File: config.mk
export PLATFORM = sky130hd
export DESIGN_NAME = reg_bank_arb
export DESIGN_NICKNAME = d
export VERILOG_FILES = /design/src/rtl/reg_bank_arb.sv
export SDC_FILE = /design/constraint.sdc
export NUM_CORES = 1
export LEC_CHECK = 0
export CORE_MARGIN = 4
export CORE_UTILIZATION = 40
export CTS_CLUSTER_DIAMETER = 30
export DETAILED_ROUTE_END_ITERATION = 7
export PLACE_DENSITY = 0.74
export SKIP_LAST_GASP = 1
export SYNTH_ARGS = -nofsm -noshare
export SYNTH_HDL_FRONTEND = slang
export SYNTH_SLANG_ARGS = --single-unit
File: constraint.sdc
create_clock -name clk -period 2.4 [get_ports clk]
set_input_delay 0.6 -clock clk [delete_from_list [all_inputs] [get_ports clk]]
set_output_delay 0.6 -clock clk [all_outputs]
set_load 0.005 [all_outputs]
File: src/rtl/reg_bank_arb.sv
// ---------------------------------------------------------------------------
// reg_bank_arb
//   Four-requester round-robin arbiter in front of a shared flop bank. It
//   multiplexes one write per cycle into the bank and sequences multi-cycle
//   bank clears. Every output comes straight from a register.
//
//   Optional feature: define ARB_LOCK_EN to compile in burst locking. With
//   it, a grantee holding lock+req is regranted back-to-back for up to
//   MAX_BURST consecutive writes. Without it, lock is ignored.
//
// Parameters
//   WIDTH       bank word width
//   CLR_CYCLES  cycles bank_clear_n is held low per clear (1..15)
//   MAX_BURST   max consecutive locked grants to one requester (1..15)
//
// Ports
//   clk           sole clock, rising edge
//   reset         synchronous, active-high reset
//   req[3:0]      per-requester write request, held until own gnt is seen
//   wr_data       requester i data at [i*WIDTH +: WIDTH]
//   clr_req       single-cycle clear request pulse
//   lock[3:0]     per-requester burst lock (ARB_LOCK_EN builds only)
//   gnt[3:0]      one-hot grant, high in the cycle the write hits the bank
//   bank_in       data presented to the bank
//   bank_enable   bank load enable
//   bank_clear_n  bank clear, active low
//   busy          high while in WRITE or CLEAR
//   clr_done      one-cycle pulse in the first cycle after a clear
// ---------------------------------------------------------------------------
module reg_bank_arb #(
    parameter int WIDTH      = 8,
    parameter int CLR_CYCLES = 2,
    parameter int MAX_BURST  = 4
) (
    input  logic               clk,
    input  logic               reset,
    input  logic [3:0]         req,
    input  logic [4*WIDTH-1:0] wr_data,
    input  logic               clr_req,
    input  logic [3:0]         lock,
    output logic [3:0]         gnt,
    output logic [WIDTH-1:0]   bank_in,
    output logic               bank_enable,
    output logic               bank_clear_n,
    output logic               busy,
    output logic               clr_done
);

    typedef enum logic [1:0] {
        S_IDLE  = 2'd0,
        S_WRITE = 2'd1,
        S_CLEAR = 2'd2
    } state_t;

    state_t             state_q, state_d;
    logic [3:0]         gnt_q, gnt_d;
    logic [WIDTH-1:0]   bank_in_q, bank_in_d;
    logic               bank_en_q, bank_en_d;
    logic               clr_n_q, clr_n_d;
    logic               busy_q, busy_d;
    logic               done_q, done_d;
    logic               pend_q, pend_d;
    logic [1:0]         last_q, last_d;
    logic [3:0]         cnt_q, cnt_d;

    logic [3:0][WIDTH-1:0] wd_arr;
    logic [3:0]         mreq;
    logic               hold;
    logic               win_vld;
    logic [1:0]         win_idx;
    logic               wr_fire;

    assign wd_arr = wr_data;

    // The requester being written this cycle is masked so the request it
    // is still holding up cannot produce a second write.
    assign mreq = req & ~gnt_q;

    // -----------------------------------------------------------------------
    // Burst lock
    // -----------------------------------------------------------------------
`ifdef ARB_LOCK_EN
    logic [3:0] burst_q, burst_d;

    // The current grantee keeps the bank while it holds lock+req and has not
    // yet used up its burst. Once the burst is exhausted the normal mask
    // above removes it, which forces rotation.
    assign hold = (state_q == S_WRITE) && gnt_q[last_q] && lock[last_q] &&
                  req[last_q] && (burst_q < 4'(MAX_BURST));

    always_comb begin
        burst_d = 4'd0;
        if (wr_fire) begin
            burst_d = hold ? burst_q + 4'd1 : 4'd1;
        end
    end

    always_ff @(posedge clk) begin
        if (reset) begin
            burst_q <= 4'd0;
        end else begin
            burst_q <= burst_d;
        end
    end
`else
    logic lock_unused;
    assign lock_unused = ^lock;
    assign hold        = 1'b0;
`endif

    // -----------------------------------------------------------------------
    // Round-robin pick: search from last_q+1 around to last_q itself.
    // -----------------------------------------------------------------------
    always_comb begin
        logic [1:0] cand;
        win_vld = 1'b0;
        win_idx = last_q;
        cand    = last_q;
        for (int k = 1; k <= 4; k++) begin
            cand = last_q + 2'(k);
            if (!win_vld && mreq[cand]) begin
                win_vld = 1'b1;
                win_idx = cand;
            end
        end
        if (hold) begin
            win_vld = 1'b1;
            win_idx = last_q;
        end
    end

    // -----------------------------------------------------------------------
    // Next-state and registered-output logic
    // -----------------------------------------------------------------------
    always_comb begin
        state_d   = state_q;
        gnt_d     = 4'b0000;
        bank_in_d = bank_in_q;
        bank_en_d = 1'b0;
        done_d    = 1'b0;
        pend_d    = pend_q | clr_req;
        last_d    = last_q;
        cnt_d     = cnt_q;
        wr_fire   = 1'b0;

        case (state_q)
            S_CLEAR: begin
                // A clr_req seen here stays in pend_d and starts another
                // full clear from IDLE right after this one.
                if (cnt_q == 4'd0) begin
                    state_d = S_IDLE;
                    done_d  = 1'b1;
                end else begin
                    cnt_d = cnt_q - 4'd1;
                end
            end
            default: begin
                // A pending clear wins over any request. The write presented
                // this cycle (if any) still completes, since it is already on
                // the bank outputs. last_q is left alone so rotation resumes
                // where it stopped.
                if (pend_q || clr_req) begin
                    state_d = S_CLEAR;
                    pend_d  = 1'b0;
                    cnt_d   = 4'(CLR_CYCLES - 1);
                end else if (win_vld) begin
                    state_d   = S_WRITE;
                    gnt_d     = 4'b0001 << win_idx;
                    bank_en_d = 1'b1;
                    bank_in_d = wd_arr[win_idx];
                    last_d    = win_idx;
                    wr_fire   = 1'b1;
                end else begin
                    state_d = S_IDLE;
                end
            end
        endcase

        clr_n_d = (state_d != S_CLEAR);
        busy_d  = (state_d != S_IDLE);
    end

    always_ff @(posedge clk) begin
        if (reset) begin
            state_q   <= S_IDLE;
            gnt_q     <= 4'b0000;
            bank_in_q <= '0;
            bank_en_q <= 1'b0;
            clr_n_q   <= 1'b1;
            busy_q    <= 1'b0;
            done_q    <= 1'b0;
            pend_q    <= 1'b0;
            last_q    <= 2'd3;
            cnt_q     <= 4'd0;
        end else begin
            state_q   <= state_d;
            gnt_q     <= gnt_d;
            bank_in_q <= bank_in_d;
            bank_en_q <= bank_en_d;
            clr_n_q   <= clr_n_d;
            busy_q    <= busy_d;
            done_q    <= done_d;
            pend_q    <= pend_d;
            last_q    <= last_d;
            cnt_q     <= cnt_d;
        end
    end

    assign gnt          = gnt_q;
    assign bank_in      = bank_in_q;
    assign bank_enable  = bank_en_q;
    assign bank_clear_n = clr_n_q;
    assign busy         = busy_q;
    assign clr_done     = done_q;

endmodule

==> metrics.txt <==
post-route antenna net violation count 0; total power after layout 1.11 mW; worst setup timing slack at the placement stage -0.257 ns; via count of the first global-routing pass 1362; crit-path max FO 16; endpoints failing hold 0; Yosys reg bits 25; top post-synthesis cells by area dfxtp_1 38%, mux2_4 6.8%, a221o_1 6.0%; total congestion overflow after global routing 0; die span in x 65.7 µm; origin of the critical flop-to-flop path last_q[0]; TritonCTS clock tree yes; required time of the critical path 2.63 ns; Wirelength per Cell 13.6 µm; RSZ-0062 raised after global routing false; setup violators final 0; Mapped Nets 178; capturing point of the worst reg2reg path bank_in[7]; DRT Wirelength 3.32 mm; number of instances in the synthesized netlist 133; achievable clock frequency 0.439 GHz; initial drt markers 67; Cell Chain, Critical Path clkdlybuf4s50_1 > nor3b_2 > a31oi_1 > o21ai_1 > a21oi_2 > buf_12 > mux2_4 > a221o_1; register-to-register setup slack 0.45 ns; number of nets in the final layout 246; Worst Reg-to-Reg Cells 7; standard cell core area 3130 µm²; post-synthesis async set-or-reset flop share 0%; FF/Latch Area 500 µm²; Port Buffer Count 54; final routed DRC violation total 0; post-CTS sizing 0; TritonCTS buffer count 3; dominant register cell in the synthesized netlist dfxtp_1; register clock-pin slew on the reported worst setup and hold paths 0.14 ns; clock latency at the later pin of the worst-skew pair 0.33 ns; cell count of the worst hold path 1; top cell type's share of synthesized area 37.6%; Lkg Pwr 0.816 nW; count of vias placed by the detailed router 1257; worst clock skew on the final layout 0.00925 ns; worst endpoint data arrival time 2.51 ns; number of enable flip-flop cells after synthesis 0; count of hold-fix buffers inserted at cts 0; slew at the pin closest to its max-slew limit 0.759 ns; number of H-tree levels 1; min-delay worst type flop to flop; end point of the most critical hold path bank_in[4]; area of combinational cells with multiple inputs 757 µm²; category of the worst setup path capture point flop; total of max-cap violations 0; Pre-antenna DRT Iters 4; worst hold slack 0.513 ns; Post-CTS Setup Repair Bufs 0; relative area change from synthesis to final layout 52.5%; worst path bufs/invs 2; Pins Over Slew Limit 0; leading post-synthesis cells by instance count 25 x dfxtp_1, 14 x nand3_1, 11 x nor2_1; Mapped Avg Cell Area 10.0 µm²; Placer Congestion 0.821; hold wc startpoint bank_in[4]; Die Footprint 4310 µm²; number of antenna violations at the first check in global routing 0; Critical Path Source Type primary input; synth unique cells 40; antenna cells 0; final period demand of the worst path 2.28 ns; start-to-end type of the worst setup path primary input to flop; pwr dens 546 nW/µm²; fraction of final layout cells with drive strength greater than 1 19.5%; share of the clock period used by the worst path after layout 95.0%; Yosys warnings 0; library cell with the highest instance count after synthesis dfxtp_1; final worst slack 0.121 ns; fill cell total of the finished layout 273; Top Family by Delay on Critical Path compound AO/OA/AOI/OAI gates; number of rows in the core area 20; buffers from clock root to sink, at most 2; pin count of the biggest net entering global routing 19; worst rel slew slack 49.2%; run status complete, no violations; root buffer cell clkbuf_4; number of vias per cell after detailed routing 5.15; clock net sink count 25; Tot GR Track Use 17.2%; register area share after synthesis 37.6%; starting utilization of the core area 42.5%; Critical Path Max Stage Delay 0.42 ns; die outline height 65.7 µm; largest area contributor in the synthesized netlist dfxtp_1; io pins 59; worst vdd rail ir drop 278 µV; Critical Path Stages 8; slowest cell on the critical path clkdlybuf4s50_1; Netlist Area Pre-Place 1330 µm²; post-detailed-placement half-perimeter wirelength 2.67 mm; wire length of the first global-routing pass 5.90 mm
state kept, by name, indices dropped and copies added (netlist names):
name and count:
bank_clear_n 1, bank_enable 1, bank_in 8, busy 1
clr_done 1, cnt_q 4, gnt 4, last_q 2
pend_q 1, state_q 2
kinds of logic (layout without fill, tap and decap cells):
kind of cell | Yosys count | count (layout) | share of synthesized area [%]
flops | 25 | 25 | 37.6
buf+inv | 9 | 76 | 5.46
compound gates | 23 | 23 | 14.0
simple gates | 57 | 57 | 25.9
xor+xnor | 1 | 1 | 0.659
fa+ha+maj | 2 | 2 | 1.88
mux | 16 | 16 | 14.5
cell type report:
cell class,count,share of cell area (%)
Clock inverter,1,0.370
Sequential cell,25,24.7
Tap cell,44,2.71
Timing Repair Buffer,68,33.1
Multi-Input combinational cell,99,37.3
Clock buffer,3,1.11
Inverter,4,0.740
metal layers:
metal  track usage [%]  part of all wire, %  up-vias
li1                  -                    -      626
met1              18.4                   41      585
met2              31.0                   50       42
met3              6.50                  8.3        4
met4              5.18                  1.1        0
met5                 0                    0        -
cell usage in the layout, fill, tap and decap left out, types with 6 or more instances in the layout:
| cell | synthesis | layout |
|---|---|---|
| clkdlybuf4s50_1 | 0 | 54 |
| nand3_1 | 14 | 14 |
| buf_4 | 0 | 12 |
| mux2_4 | 6 | 6 |
| nor2_1 | 11 | 11 |
| a221o_1 | 8 | 8 |
| mux2i_1 | 8 | 8 |
| dfxtp_1 | 25 | 25 |
| nor3_1 | 6 | 6 |
how the worst max path moves through the flow:
stage,from,endpoint,slack [ns]
floorplan,req[1],bank_in[0],0.39
global placement,req[2],bank_in[0],-0.22
detailed placement,req[2],bank_in[7],-0.26
CTS,req[2],bank_in[7],0.10
global route,req[1],bank_in[0],0.05
finish,req[1],bank_in[7],0.12
through the flow:
step	utilization, %	cell area (µm²)	TNS [ns]	std cells
final	64.8	2030	0	244
after global routing	64.8	2030	0	244
after floorplan	-	1330	0	133
after CTS	64.8	2030	0	244
after global placement	63.9	2000	-1.49	240
after detailed placement	63.9	2000	-1.75	240
worst register-to-register path: stages, from the launching register on:
cell	delay (ns)
dfxtp_1	0.44
nor3b_2	0.08
a31oi_1	0.14
o21ai_1	0.08
a21oi_2	0.28
buf_12	0.21
mux2_4	0.31
a221o_1	0.30
where the power goes:
| group | internal [mW] | switching [mW] |
|---|---|---|
| Sequential | 0.458 | 0.0288 |
| Combinational | 0.257 | 0.162 |
| Clock | 0.0639 | 0.138 |
Note: power is estimated with default switching activity, not from simulation.
